[src/rtl/rgb_tx_scheduler.sv]
// rgb_tx_scheduler: round-robin arbiter sharing one RGB byte serializer
// between two pixel requesters, with byte-pulse completion and watchdog.
module rgb_tx_scheduler #(
    parameter int BYTE_PERIOD = 4000,
    parameter int TIMEOUT     = 16000
) (
    input  logic        sys_clk,
    input  logic        sys_rst_n,
    input  logic        en,
    input  logic        req0,
    input  logic        req1,
    input  logic [23:0] rgb0,
    input  logic [23:0] rgb1,
    output logic        ack0,
    output logic        ack1,
    input  logic        ser_ready,
    output logic        ser_valid,
    output logic [7:0]  ser_r,
    output logic [7:0]  ser_g,
    output logic [7:0]  ser_b,
    output logic        busy,
    output logic        grant_id,
    output logic [15:0] pixel_cnt,
    output logic        timeout_err
);

    localparam int WW = $clog2(TIMEOUT + 1);
    localparam int GW = $clog2(BYTE_PERIOD + 1);

    typedef enum logic [1:0] {
        S_IDLE,
        S_ISSUE,
        S_WAIT,
        S_GAP
    } state_t;

    state_t        state_q, state_d;
    logic          ack0_q, ack0_d;
    logic          ack1_q, ack1_d;
    logic          ser_valid_q, ser_valid_d;
    logic [23:0]   pix_q, pix_d;
    logic          busy_q, busy_d;
    logic          grant_id_q, grant_id_d;
    logic          last_grant_q, last_grant_d;
    logic [15:0]   pixel_cnt_q, pixel_cnt_d;
    logic          timeout_err_q, timeout_err_d;
    logic [1:0]    pulse_cnt_q, pulse_cnt_d;
    logic [WW-1:0] wdog_q, wdog_d;
    logic [GW-1:0] gap_cnt_q, gap_cnt_d;
    logic          win;

    // Next-state: arbitration in IDLE, byte counting and watchdog in WAIT
    always_comb begin
        state_d       = state_q;
        ack0_d        = 1'b0;
        ack1_d        = 1'b0;
        ser_valid_d   = 1'b0;
        pix_d         = pix_q;
        grant_id_d    = grant_id_q;
        last_grant_d  = last_grant_q;
        pixel_cnt_d   = pixel_cnt_q;
        timeout_err_d = timeout_err_q;
        pulse_cnt_d   = pulse_cnt_q;
        wdog_d        = wdog_q;
        gap_cnt_d     = gap_cnt_q;
        win           = 1'b0;
        unique case (state_q)
            S_IDLE: begin
                if (en && (req0 || req1)) begin
                    win          = (req0 && req1) ? ~last_grant_q : req1;
                    pix_d        = win ? rgb1 : rgb0;
                    grant_id_d   = win;
                    last_grant_d = win;
                    ack0_d       = ~win;
                    ack1_d       = win;
                    ser_valid_d  = 1'b1;
                    state_d      = S_ISSUE;
                end
            end
            S_ISSUE: begin
                pulse_cnt_d = 2'd0;
                wdog_d      = '0;
                state_d     = S_WAIT;
            end
            S_WAIT: begin
                wdog_d = wdog_q + 1'b1;
                if (ser_ready) begin
                    pulse_cnt_d = pulse_cnt_q + 2'd1;
                end
                if (ser_ready && pulse_cnt_q == 2'd2) begin
                    gap_cnt_d   = GW'(BYTE_PERIOD - 1);
                    pixel_cnt_d = pixel_cnt_q + 16'd1;
                    state_d     = S_GAP;
                end else if (wdog_q == WW'(TIMEOUT - 1)) begin
                    timeout_err_d = 1'b1;
                    state_d       = S_IDLE;
                end
            end
            S_GAP: begin
                if (gap_cnt_q == '0) begin
                    state_d = S_IDLE;
                end else begin
                    gap_cnt_d = gap_cnt_q - 1'b1;
                end
            end
            default: state_d = S_IDLE;
        endcase
        busy_d = (state_d != S_IDLE);
    end

    // State and registered outputs
    always_ff @(posedge sys_clk or negedge sys_rst_n) begin
        if (!sys_rst_n) begin
            state_q       <= S_IDLE;
            ack0_q        <= 1'b0;
            ack1_q        <= 1'b0;
            ser_valid_q   <= 1'b0;
            pix_q         <= 24'd0;
            busy_q        <= 1'b0;
            grant_id_q    <= 1'b0;
            last_grant_q  <= 1'b1;
            pixel_cnt_q   <= 16'd0;
            timeout_err_q <= 1'b0;
            pulse_cnt_q   <= 2'd0;
            wdog_q        <= '0;
            gap_cnt_q     <= '0;
        end else begin
            state_q       <= state_d;
            ack0_q        <= ack0_d;
            ack1_q        <= ack1_d;
            ser_valid_q   <= ser_valid_d;
            pix_q         <= pix_d;
            busy_q        <= busy_d;
            grant_id_q    <= grant_id_d;
            last_grant_q  <= last_grant_d;
            pixel_cnt_q   <= pixel_cnt_d;
            timeout_err_q <= timeout_err_d;
            pulse_cnt_q   <= pulse_cnt_d;
            wdog_q        <= wdog_d;
            gap_cnt_q     <= gap_cnt_d;
        end
    end

    assign ack0        = ack0_q;
    assign ack1        = ack1_q;
    assign ser_valid   = ser_valid_q;
    assign ser_r       = pix_q[23:16];
    assign ser_g       = pix_q[15:8];
    assign ser_b       = pix_q[7:0];
    assign busy        = busy_q;
    assign grant_id    = grant_id_q;
    assign pixel_cnt   = pixel_cnt_q;
    assign timeout_err = timeout_err_q;

endmodule

[config.mk]
export PLATFORM = sky130hd
export DESIGN_NAME = rgb_tx_scheduler
export DESIGN_NICKNAME = d
export VERILOG_FILES = /design/src/rtl/rgb_tx_scheduler.sv
export SDC_FILE = /design/constraint.sdc
export NUM_CORES = 1
export LEC_CHECK = 0
export CAP_MARGIN = 25
export CELL_PAD_IN_SITES_DETAIL_PLACEMENT = 1
export CELL_PAD_IN_SITES_GLOBAL_PLACEMENT = 1
export CORE_MARGIN = 8
export CORE_UTILIZATION = 43
export CTS_CLUSTER_DIAMETER = 40
export CTS_CLUSTER_SIZE = 25
export DETAILED_ROUTE_END_ITERATION = 10
export DONT_BUFFER_PORTS = 1
export GPL_ROUTABILITY_DRIVEN = 0
export PLACE_DENSITY_LB_ADDON = 0.1
export SLEW_MARGIN = 25
export SYNTH_ARGS = -nofsm -noshare
export SYNTH_HDL_FRONTEND = slang
export SYNTH_SLANG_ARGS = --single-unit
export TNS_END_PERCENT = 50
[constraint.sdc]
create_clock -name sys_clk -period 1.9 [get_ports sys_clk]
set_clock_uncertainty 0.15 [all_clocks]
set_input_delay 0.475 -clock sys_clk [delete_from_list [all_inputs] [get_ports sys_clk]]
set_output_delay 0.475 -clock sys_clk [all_outputs]
set_load 0.02 [all_outputs]
==> impl_summary.log, run 1 <==
INFO  metric cts_htree_levels = 3
INFO  metric detail_route.iter0.violations = 73
INFO  metric floorplan.core_area = 8636 µm²
INFO  metric r2r_setup_slack = -70 ps
INFO  metric standard_cell_with_the_maximum_stage_delay_on_the_critical_path = or4_1
INFO  metric drt-pass1-iter-count = 4
INFO  metric timing.critical_path.buf_inv = 2
INFO  metric start_util = 44.09%
INFO  metric synth_seq_area_share = 50.64%
INFO  metric max-cap-violations = 0
INFO  metric post_synth_inst_count = 373
INFO  metric outcome = finished, violations left
INFO  metric tritoncts.num_buffers = 9
INFO  metric area_growth = 26.68%
INFO  metric synth_edf_count = 0
INFO  metric worstMarginPinSlew = 358.7 ps
INFO  metric netlist.area_leader.share = 49.95%
INFO  metric netlist.top_cell.by_area = dfrtp_1
INFO  metric route.antenna.remaining_nets = 0
INFO  metric vdd_drop_max = 526.8 µV
INFO  metric synth.lib_cells_used.distinct = 50
INFO  metric io_pins = 100
INFO  metric setup.worst_path.end_class = flip-flop
INFO  metric power_switching = 2.582 mW
INFO  metric grt_start_max_net_pins = 78
INFO  metric grt_first_pass_wirelength = 15,930 µm
INFO  metric fin_crit_sh = 103.8%
INFO  metric synth.area.top_cells = dfrtp_1, mux2i_1, nand2_1, o21ai_0, xnor2_1
INFO  metric cell_leakage_power = 2.134 nW
INFO  metric violations_in_the_final_reports = negative hold slack, negative setup slack
INFO  metric port_buffers = 0
INFO  metric antenna_violations_before_repair = 0
INFO  metric finalSetupViolCount = 7
INFO  metric total_number_of_placement_rows = 34
INFO  metric worst-setup-path-type = flip-flop to flip-flop
INFO  metric layout-drive-gt1-share = 27.48%
INFO  metric finalHoldViolations = 77
INFO  metric nNetsFinal = 491
INFO  metric min_path_type = primary input to async pin
INFO  metric synth.ff_latch_count = 77
INFO  metric total_half_perimeter_wirelength_after_legalization_and_detailed_placement = 7263 µm
INFO  metric postPlaceCellArea = 4253 µm²
INFO  metric fp.dieH = 110.1 µm
INFO  metric synth_commonest_cells = dfrtp_1, nand2_1, o21ai_0
INFO  metric fin_hold_ws = -345.2 ps
INFO  metric sequentialPowerShare = 44.8%
INFO  metric floorplan.die_area = 12,120 µm²
INFO  metric power_per_cell_area = 1341 nW/µm²
INFO  metric finalMaxSlewViolations = 0
INFO  metric max_slew_margin = 76.08%
INFO  metric layout.core_utilization = 55.85%
INFO  metric syn_area_per_cell = 10.21 µm²
INFO  metric critical_path.max_fanout = 5
INFO  metric worst_setup_hold_path_clk_slew = 90 ps
INFO  metric timing.setup.tns = -232.0 ps
INFO  metric cp.arrival = 2100 ps
INFO  metric grt_setup_unrepaired = true
INFO  metric worst-endpoint-required = 2030 ps
INFO  metric wire_per_inst = 18.77 µm
INFO  metric layout.cell_area.non_filler = 4823 µm²
INFO  metric critical-path-max-stage-delay = 490 ps
INFO  metric cts_max_path_buffers = 2
INFO  metric pwr-share-comb = 33.7%
INFO  metric gr-usage-all-layers = 16.36%
INFO  metric drc_errors = 0
INFO  metric p_int = 3.888 mW
INFO  metric clock-sinks = 77
INFO  metric synth_async_sr_flop_share = 100.0%
INFO  metric cts-root-buf = clkbuf_8
INFO  metric grt_pass1_vias = 3,294
INFO  metric ys_dominant_reg_cell = dfrtp_1
INFO  metric clock_network_power_share = 21.5%
INFO  metric syn_area = 3807 µm²
INFO  metric antennaDiodeCount = 0
INFO  metric tritoncts = yes
INFO  metric post_place_setup_slack = -134.1 ps
INFO  metric yosys_warnings = 0
INFO  metric post-synth-top-count-cell = dfrtp_1
INFO  metric postSynthNetCount = 436
INFO  metric detail_route.wirelength = 10,150 µm
INFO  metric max_clock_freq = 506.9 MHz
INFO  metric grt.overflow.total = 0
INFO  metric post-route-worst-setup-slack = -72.62 ps
INFO  metric nFillCells = 927
INFO  metric sw_frac_of_total = 39.90%
INFO  metric vias = 3,015
INFO  metric timing.critical_path.max_delay_family = simple AND/OR/NAND/NOR gates
INFO  metric min_period = 1973 ps
INFO  metric setup.worst_path.start_class = flip-flop
INFO  metric crit_chain = inv_2 > buf_12 > ha_4 > nor4b_4 > and4b_2 > or4_1 > a21oi_1
INFO  metric clk-insertion-delay-late = 350 ps
INFO  metric drt-vias-per-instance = 5.573
INFO  metric chipWidth = 110.1 µm
layout by cell type (no fill, tap or decap), types with 3 or more instances in the layout:
master    count
dfrtp_1      75
buf_4        50
nand2_1      47
o21ai_0      31
mux2i_1      27
nor2_1       17
xnor2_1      16
inv_1        15
nand3_1      12
clkbuf_8      9
xor2_1        7
o31ai_1       6
nor3_1        6
nand4_1       6
and2_1        5
or3_1         5
a31oi_1       5
ha_4          5
inv_2         4
or4_1         4
a21oi_1       4
ha_1          4
buf_6         4
nor4_4        3
nand4b_1      3
o22ai_1       3
nor3_2        3
nor4_2        3
metal layers:
metal  GRT usage (%)  wire (µm)  vias to the layer above
met1           19.73       4023                     1488
met4           5.423        159                        0
met3           5.291        659                       16
met5               0          0                        -
met2           27.10       5309                       70
li1                -          -                     1441
kinds of logic after synthesis:
logic type / count (synthesis) / synth area share, %
multiplexers: 27 / 7.098
flip-flops: 77 / 50.64
AO/OA/AOI/OAI: 67 / 10.85
AND/OR/NAND/NOR: 138 / 19.75
buffers and inverters: 32 / 3.418
adder cells (fa/ha/maj): 9 / 2.958
XOR/XNOR: 23 / 5.291
through the flow:
stage	power, mW	instances
after floorplan	3.892	373
after global placement	4.600	514
after detailed placement	4.698	514
after CTS	6.222	534
after global routing	6.910	541
final	6.470	541
sequential cells by signal (all words and copies together) (netlist names):
signal / flops
ser_valid: 1
timeout_err: 1
busy: 1
ack0: 1
last_grant_q: 1
grant_id: 1
ack1: 1
pixel_cnt: 16
wdog_q: 14
gap_cnt_q: 12
pulse_cnt_q: 2
state_q: 2
pix_q: 24
final timing paths:
check                        startpoint             to  depth (start not counted)
setup / recovery           gap_cnt_q[1]   gap_cnt_q[5]                          7
hold / removal                sys_rst_n  gap_cnt_q[11]                          0
setup reg to reg           gap_cnt_q[1]   gap_cnt_q[5]                          7
hold reg to reg            last_grant_q   last_grant_q                          2
max in group asynchronous     sys_rst_n   last_grant_q                          0
min in group sys_clk           rgb0[20]      pix_q[20]                          2
final cells by class:
cell class | count | area [µm²] | share of cell area, %
Inverter | 19 | 71.32 | 1.479
Sequential cell | 77 | 1929 | 40.00
Timing Repair Buffer | 56 | 460.4 | 9.546
Clock buffer | 10 | 127.6 | 2.646
Clock inverter | 6 | 95.09 | 1.971
Tap cell | 108 | 135.1 | 2.802
Multi-Input combinational cell | 265 | 2004 | 41.56
power groups by stage:
stage	Clock (mW)	Sequential, mW	Combinational (mW)
5_1_grt	1.51	2.97	2.44
3_5_place_dp	0	2.90	1.80
3_3_place_gp	0	2.88	1.72
4_1_cts	1.43	2.88	1.91
2_1_floorplan	0	2.81	1.08
6_report	1.39	2.90	2.18
repair_timing:
item,CTS,global route
pin swaps,6,15
gates resized for setup,14,35
endpoints found under the setup margin,18,31
buffers inserted,3,7
cloned,1,0
endpoints found under the hold margin,77,77
Note: power is estimated with default switching activity, not from simulation.
==> run 2, diff against run 1 <==
MAX_ROUTING_LAYER = met4   (was default)
==> impl_summary.log, run 2 (synthesis gave the netlist of run 1 again) <==
INFO  metric largest_register_ff_count = 24 (unchanged)
INFO  metric cts-root-buf = clkbuf_8 (unchanged)
INFO  metric clk-insertion-delay-late = 350 ps (about the same)
INFO  metric route.antenna.remaining_nets = 0 (unchanged)
INFO  metric critical_path.max_fanout = 5 (unchanged)
INFO  metric pwr-share-comb = 33.7% (about the same)
INFO  metric fp.dieH = 110.1 µm (unchanged)
INFO  metric min_period = 1974 ps (was 1973 ps)
INFO  metric post-route-worst-setup-slack = -74.38 ps (was -72.62 ps)
INFO  metric routed_met1_length = 4180 µm (was 4023 µm)
INFO  metric cp.arrival = 2100 ps (about the same)
INFO  metric final_cell_mix = dfrtp_1, buf_4, nand2_1 (unchanged)
INFO  metric finalMaxSlewViolations = 0 (unchanged)
INFO  metric timing.setup.tns = -235.0 ps (was -232.0 ps)
INFO  metric tritoncts.num_buffers = 9 (unchanged)
INFO  metric violations_in_the_final_reports = negative hold slack, negative setup slack (unchanged)
INFO  metric tritoncts = yes (unchanged)
INFO  metric cell_leakage_power = 2.134 nW (unchanged)
INFO  metric grt_first_pass_wirelength = 15,900 µm (was 15,930 µm)
INFO  metric max_clock_freq = 506.5 MHz (was 506.9 MHz)
INFO  metric layout.cell_area.non_filler = 4823 µm² (unchanged)
INFO  metric clock-sinks = 77 (unchanged)
INFO  metric worst-endpoint-required = 2020 ps (was 2030 ps)
INFO  metric sw_frac_of_total = 39.95% (was 39.90%)
INFO  metric worst_r2r_path_depth = 7 (unchanged)
INFO  metric met2_length = 5363 µm (was 5309 µm)
INFO  metric start_util = 44.09% (unchanged)
INFO  metric drc_errors = 0 (unchanged)
INFO  metric total_number_of_placement_rows = 34 (unchanged)
INFO  metric setup.worst_path.start_class = flip-flop (unchanged)
INFO  metric largest_register = pix_q (unchanged)
INFO  metric min_path_type = primary input to async pin (unchanged)
INFO  metric power_per_cell_area = 1342 nW/µm² (was 1341 nW/µm²)
INFO  metric vias = 3,013 (was 3,015)
INFO  metric p_int = 3.888 mW (about the same)
INFO  metric detail_route.iter0.violations = 73 (unchanged)
INFO  metric fin_crit_sh = 103.9% (was 103.8%)
INFO  metric finalSetupViolCount = 7 (unchanged)
INFO  metric cts_htree_levels = 3 (unchanged)
INFO  metric grt.overflow.total = 0 (unchanged)
INFO  metric most_common_cell_after_layout_fill_and_taps_aside = dfrtp_1 (unchanged)
INFO  metric highest-signal-layer = met4 (unchanged)
INFO  metric floorplan.core_area = 8636 µm² (unchanged)
INFO  metric detail_route.wirelength = 10,170 µm (was 10,150 µm)
INFO  metric chipWidth = 110.1 µm (unchanged)
INFO  metric worstMarginPinSlew = 360.7 ps (was 358.7 ps)
INFO  metric worst-setup-path-type = flip-flop to flip-flop (unchanged)
INFO  metric clock_network_power_share = 21.6% (was 21.5%)
INFO  metric postPlaceCellArea = 4253 µm² (unchanged)
INFO  metric nNetsFinal = 491 (unchanged)
INFO  metric total_half_perimeter_wirelength_after_legalization_and_detailed_placement = 7263 µm (unchanged)
INFO  metric antenna_violations_before_repair = 0 (unchanged)
INFO  metric setup.worst_path.end_class = flip-flop (unchanged)
INFO  metric floorplan.die_area = 12,120 µm² (unchanged)
INFO  metric io_pins = 100 (unchanged)
INFO  metric grt_start_max_net_pins = 78 (unchanged)
INFO  metric layout-drive-gt1-share = 27.48% (unchanged)
INFO  metric port_buffers = 0 (unchanged)
INFO  metric drt-pass1-iter-count = 4 (unchanged)
INFO  metric detailroute.wirelength.met3 = 486 µm (was 659 µm)
INFO  metric max_slew_margin = 75.96% (was 76.08%)
INFO  metric outcome = finished, violations left (unchanged)
INFO  metric fin_hold_ws = -343.4 ps (was -345.2 ps)
INFO  metric vdd_drop_max = 525.5 µV (was 526.8 µV)
INFO  metric wire_per_inst = 18.79 µm (was 18.77 µm)
INFO  metric antennaDiodeCount = 0 (unchanged)
INFO  metric power_switching = 2.586 mW (was 2.582 mW)
INFO  metric worst_setup_hold_path_clk_slew = 90 ps (about the same)
INFO  metric post_place_setup_slack = -134.1 ps (unchanged)
INFO  metric max-cap-violations = 0 (unchanged)
INFO  metric grt_pass1_vias = 3,290 (was 3,294)
INFO  metric gr-usage-all-layers = 16.87% (was 16.36%)
INFO  metric drt-vias-per-instance = 5.569 (was 5.573)
INFO  metric area_growth = 26.68% (unchanged)
INFO  metric finalHoldViolations = 77 (unchanged)
INFO  metric sequentialPowerShare = 44.7% (was 44.8%)
INFO  metric cts_max_path_buffers = 2 (unchanged)
INFO  metric grt_setup_unrepaired = true (unchanged)
run 2: cell counts in the layout (fill, tap and decap cells not counted):
No cell type changed its count.
run 2: what timing repair did:
item | 4_1_cts | 5_1_grt
endpoints found under the hold margin | 77 | 77
resized for setup | 14 | 35
setup endpoints to repair | 18 | 31
pin swaps | 6 | 15
gates cloned | 1 | 0
buffers inserted | 3 | 7
run 2: cell type report:
type,count,area [µm²]
Sequential cell,77,1929
Clock buffer,10,127.6
Tap cell,108,135.1
Clock inverter,6,95.09
Inverter,19,71.32
Fill cell,927,3812
Timing Repair Buffer,56,460.4
Multi-Input combinational cell,265,2004
run 2: worst max-delay path, stage by stage (launching register included):
cell and delay [ps]:
dfrtp_1 370, inv_2 60, buf_12 120, ha_4 140
nor4b_4 130, and4b_2 300, or4_1 490, a21oi_1 160
run 2: metrics by stage:
| step | power, mW | util, % | std cells |
|---|---|---|---|
| after global placement | 4.600 | 49.25 | 514 |
| after CTS | 6.222 | 52.98 | 534 |
| after detailed placement | 4.698 | 49.25 | 514 |
| final | 6.474 | 55.85 | 541 |
| after global routing | 6.907 | 55.85 | 541 |
| after floorplan | 3.892 | - | 373 |
run 2: final timing paths:
path / start / endpoint / slack [ps]
max: gap_cnt_q[1] / gap_cnt_q[5] / -70
min: sys_rst_n / gap_cnt_q[11] / -340
max reg2reg: gap_cnt_q[1] / gap_cnt_q[5] / -70
min reg2reg: last_grant_q / last_grant_q / 340
max in group asynchronous: sys_rst_n / last_grant_q / 1720
min in group sys_clk: rgb0[20] / pix_q[20] / 180
run 2: per-layer routing:
layer | GRT usage [%] | vias to the layer above
li1 | - | 1443
met1 | 20.16 | 1489
met2 | 27.40 | 68
met3 | 4.419 | 13
met4 | 5.138 | 0
met5 | - | -
run 2: power by group through the flow:
stage,sequential [mW],combinational [mW],clock (mW)
global placement,2.88,1.72,0
global route,2.97,2.44,1.51
floorplan,2.81,1.08,0
CTS,2.88,1.91,1.43
detailed placement,2.90,1.80,0
finish,2.89,2.18,1.40
